$ cat src/rtl/timer_compare_datapath.sv
// Operand/result registers, binary ALU, iteration counter and sticky match flag for the timer-compare controller.
// Controls act on the next clk edge; Az/c7 are combinational from R/counter; no backpressure, one action per cycle.
module timer_compare_datapath #(
    parameter int WIDTH    = 24,
    parameter int CNT_W    = 3,
    parameter int CNT_LAST = 7,
    parameter int MCNT_W   = 8
) (
    input  logic              clk,
    input  logic              rst,
    input  logic [WIDTH-1:0]  cur_time,
    input  logic [WIDTH-1:0]  tgt_time,
    input  logic              La,
    input  logic              Lb,
    input  logic              Ea,
    input  logic              Er,
    input  logic              Lr,
    input  logic              Kc,
    input  logic              Cc,
    input  logic              M,
    input  logic              Cin,
    input  logic [1:0]        s,
    input  logic              ack,
    output logic              Az,
    output logic              c7,
    output logic [WIDTH-1:0]  a_q,
    output logic [WIDTH-1:0]  r_q,
    output logic              cout_q,
    output logic [CNT_W-1:0]  cnt_q,
    output logic              match,
    output logic [MCNT_W-1:0] match_cnt
);

    logic [WIDTH-1:0] b_q;
    logic [WIDTH:0]   alu;
    logic [WIDTH:0]   cin_ext;

    assign cin_ext = (WIDTH+1)'(Cin);

    // ALU sees pre-edge A and B, so a same-cycle La never feeds R.
    always_comb begin
        alu = '0;
        case (s)
            2'b00:   alu = {1'b0, a_q} + cin_ext;
            2'b01:   alu = {1'b0, a_q} + {1'b0, b_q} + cin_ext;
            2'b10:   alu = {1'b0, a_q} + {1'b0, ~b_q} + cin_ext;
            default: alu = {1'b0, a_q ^ b_q};
        endcase
    end

    assign Az = (r_q == '0);
    assign c7 = (cnt_q == CNT_W'(CNT_LAST));

    always_ff @(posedge clk or posedge rst) begin
        if (rst) begin
            a_q <= '0;
            b_q <= '0;
        end else begin
            if (La)
                a_q <= cur_time;
            else if (Ea)
                a_q <= r_q;
            if (Lb)
                b_q <= tgt_time;
        end
    end

    always_ff @(posedge clk or posedge rst) begin
        if (rst) begin
            r_q    <= '0;
            cout_q <= 1'b0;
        end else if (Lr) begin
            r_q    <= '0;
            cout_q <= 1'b0;
        end else if (Er) begin
            r_q    <= alu[WIDTH-1:0];
            cout_q <= alu[WIDTH];
        end
    end

    always_ff @(posedge clk or posedge rst) begin
        if (rst)
            cnt_q <= '0;
        else if (Kc)
            cnt_q <= '0;
        else if (Cc)
            cnt_q <= c7 ? '0 : cnt_q + 1'b1;
    end

    // M wins over ack so a strobe arriving with the acknowledge is not lost.
    always_ff @(posedge clk or posedge rst) begin
        if (rst) begin
            match     <= 1'b0;
            match_cnt <= '0;
        end else begin
            if (M)
                match <= 1'b1;
            else if (ack)
                match <= 1'b0;
            if (M && (match_cnt != '1))
                match_cnt <= match_cnt + 1'b1;
        end
    end

endmodule
$ cat config.mk
export PLATFORM = sky130hd
export DESIGN_NAME = timer_compare_datapath
export DESIGN_NICKNAME = d
export VERILOG_FILES = /design/src/rtl/timer_compare_datapath.sv
export SDC_FILE = /design/constraint.sdc
export NUM_CORES = 1
export LEC_CHECK = 0
export CAP_MARGIN = 20
export CORE_UTILIZATION = 40
export CTS_CLUSTER_SIZE = 10
export DETAILED_ROUTE_END_ITERATION = 10
export GPL_ROUTABILITY_DRIVEN = 0
export PLACE_DENSITY = 0.66
export SLEW_MARGIN = 5
export SYNTH_ARGS = -nofsm -noshare
export SYNTH_HDL_FRONTEND = slang
export SYNTH_SLANG_ARGS = --single-unit
$ cat constraint.sdc
create_clock -name clk -period 4 [get_ports clk]
set_clock_uncertainty 0.15 [all_clocks]
set_input_delay 0.4 -clock clk [delete_from_list [all_inputs] [get_ports clk]]
set_output_delay 0.4 -clock clk [all_outputs]
set_load 0.01 [all_outputs]
==> run metrics <==
Worst VDD drop=0.000213 V; Final Cycle Share=91.7%; Hold Crit Depth=1; worst r2r path cells=13; post-route minimum period=3.67 ns; CP max FO=3; setup tns final=0 ns; synthesized flop and latch total=85; Hold EP=match; non-filler instance count after layout=1243; Synth Area in Compound Gates=23.5%; Sink Count=85; crit end category=flop; worst r2r src=a_q[0]; initial core utilization=41.1%; final hold viol count=0; Vias/cell=5.77; LEAKAGE=3.93 nW; fmax=0.273 GHz; Req. time, crit path=4.09 ns; first-pass GRT wire length=37300 µm; PostCTS Resize Cnt=0; syn_nets=1013; final WL=23900 µm; vias post-DR=7166; share of cells above drive strength 1=7.17%; setup repair after global routing missed its margin=no; Post-DRT Antenna Nets=0; status=finished, final reports clean; Layout area overhead=26.6%; worst setup path class=input port to flop; antenna violations before repair=0; FFs w/ async S/R, synth=100%; die width=136 µm; post-synthesis xor/xnor area fraction=4.42%; Post-Syn Area per Cell=7.98 µm²; Adder-Cell Fraction of Synth Area=10.2%; largest family of logic cells by synthesized area=compound AO/OA/AOI/OAI gates; die span in y=136 µm; initial detailed-routing violation count=695; CTS clock-pin slew for the worst setup and hold paths=0.07 ns; pwr/cell area=383 mW/mm²; Die Area=0.0184 mm²; Slowest cell on crit path=clkdlybuf4s50_1; MaxCap Viol Count=0; DRC=0; CP cell instances=clkdlybuf4s50_1 > inv_1 > fa_1 > fa_1 > nor2b_1 > o211ai_1 > a21oi_1 > o21ai_1 > a2111oi_1 > buf_4 > o21ai_1 > nand2b_1 > mux2i_1 > or3_1; CTS root buffer=clkbuf_16; post-DP HPWL=17700 µm; post-synthesis cell type count=75; Wirelength per Cell=19.2 µm; placed cell count=1227; r2r setup slk=0.43 ns; multiplexer share of the synthesized area=6.10%; NumNets Final=1131; critical path's largest stage delay=0.51 ns; largest net degree at the start of global routing=50; core area=0.0174 mm²; Clock Latency Late Sink=0.36 ns; slew margin rel.=35.4%; CTS Buffer Depth=2; overall routing resource usage=26.5%; final max-slew violation count=0; Post-CTS Setup Bufs=0; total CTS buffers=9; cells after synthesis=895; Post-Synth Simple-Gate Area=19.9%; Hold Path Class=flop to flop; Least-Margin Pin Slew=0.965 ns; hold_sp=match; H-tree Lvls=3; vias in the first global route=6671; Mapped Area=0.00714 mm²; setup violators final=0; # hold bufs at CTS=0; Worst setup SP type=input port; Seq/Total Area, Yosys=29.8%; ANT cells=0; r2r endpoint=r_q[22]; I/O Buffers=124; Arr. time, crit path=3.76 ns; CTS tree=built; ys flop type=dfrtp_1; Synth Warn #=0; Critical Path Start=Cin; grt total ovfl=0; I/O pins=125; EDFF count, synth=0; Pre-antenna DRT Iters=5; Rows=48
worst max-delay path by stage:
stage | depth (start not counted) | to
floorplan | 13 | r_q[22]
global placement | 15 | r_q[22]
detailed placement | 14 | r_q[22]
CTS | 14 | r_q[22]
global route | 14 | r_q[22]
finish | 14 | r_q[22]
metrics by stage:
step | hold WS (ns) | utilization [%] | total power [mW] | cell area [µm²] | worst slack, ns
after floorplan | 0.316 | - | 1.97 | 7140 | 0.694
after global placement | 0.314 | 50.2 | 2.52 | 8710 | 0.0627
after detailed placement | 0.333 | 50.2 | 2.53 | 8710 | 0.0104
after CTS | 0.349 | 52.1 | 3.45 | 9040 | 0.370
after global routing | 0.362 | 52.1 | 3.65 | 9040 | 0.113
final | 0.344 | 52.1 | 3.46 | 9040 | 0.333
flip-flops by register name, summed over array words and instances, names as in the netlist:
| signal | count |
|---|---|
| match_cnt | 8 |
| a_q | 24 |
| r_q | 24 |
| match | 1 |
| b_q | 24 |
| cout_q | 1 |
| cnt_q | 3 |
cells by family after synthesis:
kind of cell | count (synthesis)
multiplexers | 42
AO/OA/AOI/OAI | 265
buffers and inverters | 110
XOR/XNOR | 36
flip-flops | 85
AND/OR/NAND/NOR | 301
adder cells (fa/ha/maj) | 56
Yosys cell counts, types with 7 or more instances:
library cell / n / area (µm²)
a221oi_1: 7 / 61.3
buf_2: 8 / 40.0
nand2_1: 110 / 413
dfrtp_1: 85 / 2130
a21oi_1: 66 / 330
xnor2_1: 23 / 201
nor3_1: 20 / 100
or3_1: 7 / 43.8
o21ai_1: 10 / 50.1
inv_1: 51 / 191
clkbuf_1: 40 / 150
nand3_1: 19 / 95.1
mux2i_1: 39 / 390
a31oi_1: 10 / 62.6
o31ai_1: 7 / 52.6
nor2_1: 74 / 278
xor2_1: 13 / 114
o211ai_1: 11 / 82.6
o21bai_1: 8 / 60.1
nor4_1: 10 / 62.6
ha_1: 52 / 651
nand4_1: 14 / 87.6
a211oi_1: 10 / 75.1
nand2b_1: 16 / 100
o21ai_0: 84 / 420
area by class of cell:
class	count	area (µm²)
repair buffers	161	1510
inverters	56	211
flip-flops and latches	85	2130
fillers	1699	8320
multi-input cells	700	4580
clock inverters	4	55.1
well taps	225	282
clock buffers	12	267
report_power, final:
group          total, mW  leakage (nW)  switching [mW]  internal, mW
combinational       1.41          2.70           0.775         0.639
clock              0.924         0.155           0.386         0.538
sequential          1.12          1.07           0.152         0.972
total               3.46          3.93            1.31          2.15
placed cells by master (no fill, tap or decap), types with 4 or more instances in the layout:
cell and instances:
a211oi_1 10, a21o_1 6, a21oi_1 66, a221oi_1 7
a31oi_1 10, a32oi_1 4, and2_1 4, and3_1 6
buf_4 37, clkbuf_16 9, clkdlybuf4s50_1 123, dfrtp_1 85
fa_1 4, ha_1 52, inv_1 50, inv_2 4
mux2i_1 39, nand2_1 110, nand2b_1 16, nand3_1 19
nand4_1 14, nor2_1 74, nor2b_1 6, nor3_1 20
nor4_1 10, o211ai_1 11, o21ai_0 84, o21ai_1 10
o21bai_1 8, o31ai_1 7, or3_1 7, xnor2_1 23
xor2_1 13
critical path, delay by kind of cell:
kind / cells / cell delay [ns]
compound gates: 5 / 1.01
fa+ha+maj: 2 / 0.88
buf+inv: 3 / 0.78
simple gates: 3 / 0.60
mux: 1 / 0.07
routing by layer:
metal / GRT usage [%] / up-vias / part of all wire (%)
met3: 5.35 / 46 / 9.2
met1: 38.5 / 3347 / 46
met4: 9.55 / 0 / 2.3
met5: 0 / - / 0
li1: - / 3425 / -
met2: 38.4 / 348 / 42
No activity file was read; power rests on OpenSTA's default activity.
==> patch: new RTL, config.mk and constraints unchanged <==
Register the output `cnt_q` once more, with the module's reset; this adds one clock of latency there. The other outputs are not delayed to match.
--- a/src/rtl/timer_compare_datapath.sv
+++ b/src/rtl/timer_compare_datapath.sv
@@ -32,4 +32,6 @@
 );
 
+    logic [CNT_W-1:0] cnt_q_s0;
+
     logic [WIDTH-1:0] b_q;
     logic [WIDTH:0]   alu;
@@ -50,5 +52,5 @@
 
     assign Az = (r_q == '0);
-    assign c7 = (cnt_q == CNT_W'(CNT_LAST));
+    assign c7 = (cnt_q_s0 == CNT_W'(CNT_LAST));
 
     always_ff @(posedge clk or posedge rst) begin
@@ -81,9 +83,9 @@
     always_ff @(posedge clk or posedge rst) begin
         if (rst)
-            cnt_q <= '0;
+            cnt_q_s0 <= '0;
         else if (Kc)
-            cnt_q <= '0;
+            cnt_q_s0 <= '0;
         else if (Cc)
-            cnt_q <= c7 ? '0 : cnt_q + 1'b1;
+            cnt_q_s0 <= c7 ? '0 : cnt_q_s0 + 1'b1;
     end
 
@@ -103,3 +105,11 @@
     end
 
+    always_ff @(posedge clk or posedge rst) begin
+        if (rst) begin
+            cnt_q <= '0;
+        end else begin
+            cnt_q <= cnt_q_s0;
+        end
+    end
+
 endmodule
Behaviour: not the same (a bounded check fails within 4 cycles, from zero or initial values and one cycle with rst high).
==> patch against the original RTL <==
- global-route usage fell by 1.2 points
- worst setup slack improved by 0.21 ns
- area after synthesis rose by 0.35%
- non-clock buffer count fell by 18
- die area rose by 0.35%
- critical path type unchanged
- sequential cell count rose by 3
- power fell by 0.86%
- register-to-register slack improved by 0.12 ns
- design area fell by 1.0%
- routed wire length fell by 5.2%
==> patch: results (changes against the original RTL) <==
metric,value,unit,change
"Slew Viols, Final",0,,unchanged
Setup WS pre-CTS,0.219,ns,was 0.0104 ns
DP HPWL,16.4,mm,was 17.7 mm
Critical Path End,r_q[19]$_DFFE_PP0P_,,was r_q[22]$_DFFE_PP0P_
Int Power,2140,µW,was 2150 µW
Top Metal Used,met4,,unchanged
"Max stage delay cell, worst path",clkdlybuf4s50_1,,unchanged
routing usage on met3,5.56,%,was 5.35%
antenna violations before repair,0,,unchanged
cell leakage power,0.00389,µW,was 0.00393 µW
Synth area leaders,"dfrtp_1, ha_1, o21ai_0, nand2_1, mux2i_1",,unchanged
Synth Flop Type,dfrtp_1,,unchanged
sequential share of the synthesized area,30.7,%,was 29.8%
hold_ws,0.268,ns,was 0.344 ns
distinct cell type count after synthesis,67,,was 75
CP arrival,3.58,ns,was 3.76 ns
Layout Nets,1111,,was 1131
worst-case reg-to-reg path depth,9,,was 13
worst stage delay on the critical path,0.48,ns,was 0.51 ns
fin cells,1223,,was 1243
power per cell area,384,mW/mm²,was 383 mW/mm²
Clock Power,914,µW,was 924 µW
layout cell share with drive strength beyond 1,5.11,%,was 7.17%
wire length on met3,1.81,mm,was 2.19 mm
Tightest Pin Transition,0.907,ns,was 0.965 ns
Synth Instances,892,,was 895
Setup crit start,Cin,,unchanged
Synthesized Nets,1010,,was 1013
outcome,finished clean,,unchanged
Worst R2R Start,a_q[10]$_DFFE_PP0P_,,was a_q[0]$_DFFE_PP0P_
first-pass GRT wire length,35.9,mm,was 37.3 mm
met2 routed WL,10.1,mm,about the same
worst-case clock buffer depth,2,,unchanged
placed standard-cell area,0.00863,mm²,was 0.00871 mm²
GRT Overall Usage,25.3,%,was 26.5%
worst vdd ir,0.237,mV,was 0.213 mV
commonest cells in the netlist,"nand2_1, dfrtp_1, o21ai_0",,unchanged
vias in the first global route,6579,,was 6671
Hold Crit Depth,0,,was 1
Initial DRC Count,613,,was 695
pin count of the biggest net entering global routing,51,,was 50
TritonRoute pass-1 iters,6,,was 5
reg2reg end,r_q[17]$_DFFE_PP0P_,,was r_q[22]$_DFFE_PP0P_
H-tree depth,3,,unchanged
biggest regs,"a_q (24), b_q (24), r_q (24)",,unchanged
Global Route met2 Usage,38.0,%,was 38.4%
met1 Usage GRT,36.1,%,was 38.5%
"Endpoint, Worst Hold",cnt_q[1]$_DFF_PP0_,,was match$_DFFE_PP0P_
Via density,5.81,,was 5.77
post-route DRC violation count,0,,unchanged
WL/cell,18.5,µm,was 19.2 µm
Seq pwr share,34.1,%,was 32.5%
met1 WL,10.3,mm,was 11.1 mm
hold_sp,cnt_q_s0[1]$_DFFE_PP0P_,,was match$_DFFE_PP0P_
"reg-to-reg slack, setup",0.55,ns,was 0.43 ns
"critical path fanouts, max",4,,was 3
min Tclk post-route,3.46,ns,was 3.67 ns
[patch: cell types whose count changed after synthesis, moves of 6 or more]
cell / before / now
nand2b_1: 16 / 10
nand2_1: 110 / 103
nand3_1: 19 / 27
inv_1: 51 / 57
or3_1: 7 / 1
o21ai_1: 10 / 1
mux2i_1: 39 / 32
a21oi_1: 66 / 46
nor2b_1: 6 / 13
[patch: cells by family (layout without fill, tap and decap cells)]
logic type      after synthesis  in the layout  share of synthesized area [%]
simple gates                302            302                           19.7
compound gates              259            259                           23.4
buf+inv                     111            217                           5.89
flops                        88             88                           30.7
fa+ha+maj                    56             56                           10.2
xor+xnor                     38             38                           4.65
mux                          38             38                           5.41
[patch: final cells by class]
cell class | count | area (µm²)
Clock inverter | 6 | 76.3
Timing Repair Buffer | 143 | 1390
Clock buffer | 10 | 239
Multi-Input combinational cell | 693 | 4540
Sequential cell | 88 | 2200
Tap cell | 225 | 282
Inverter | 58 | 219
Fill cell | 1703 | 8470
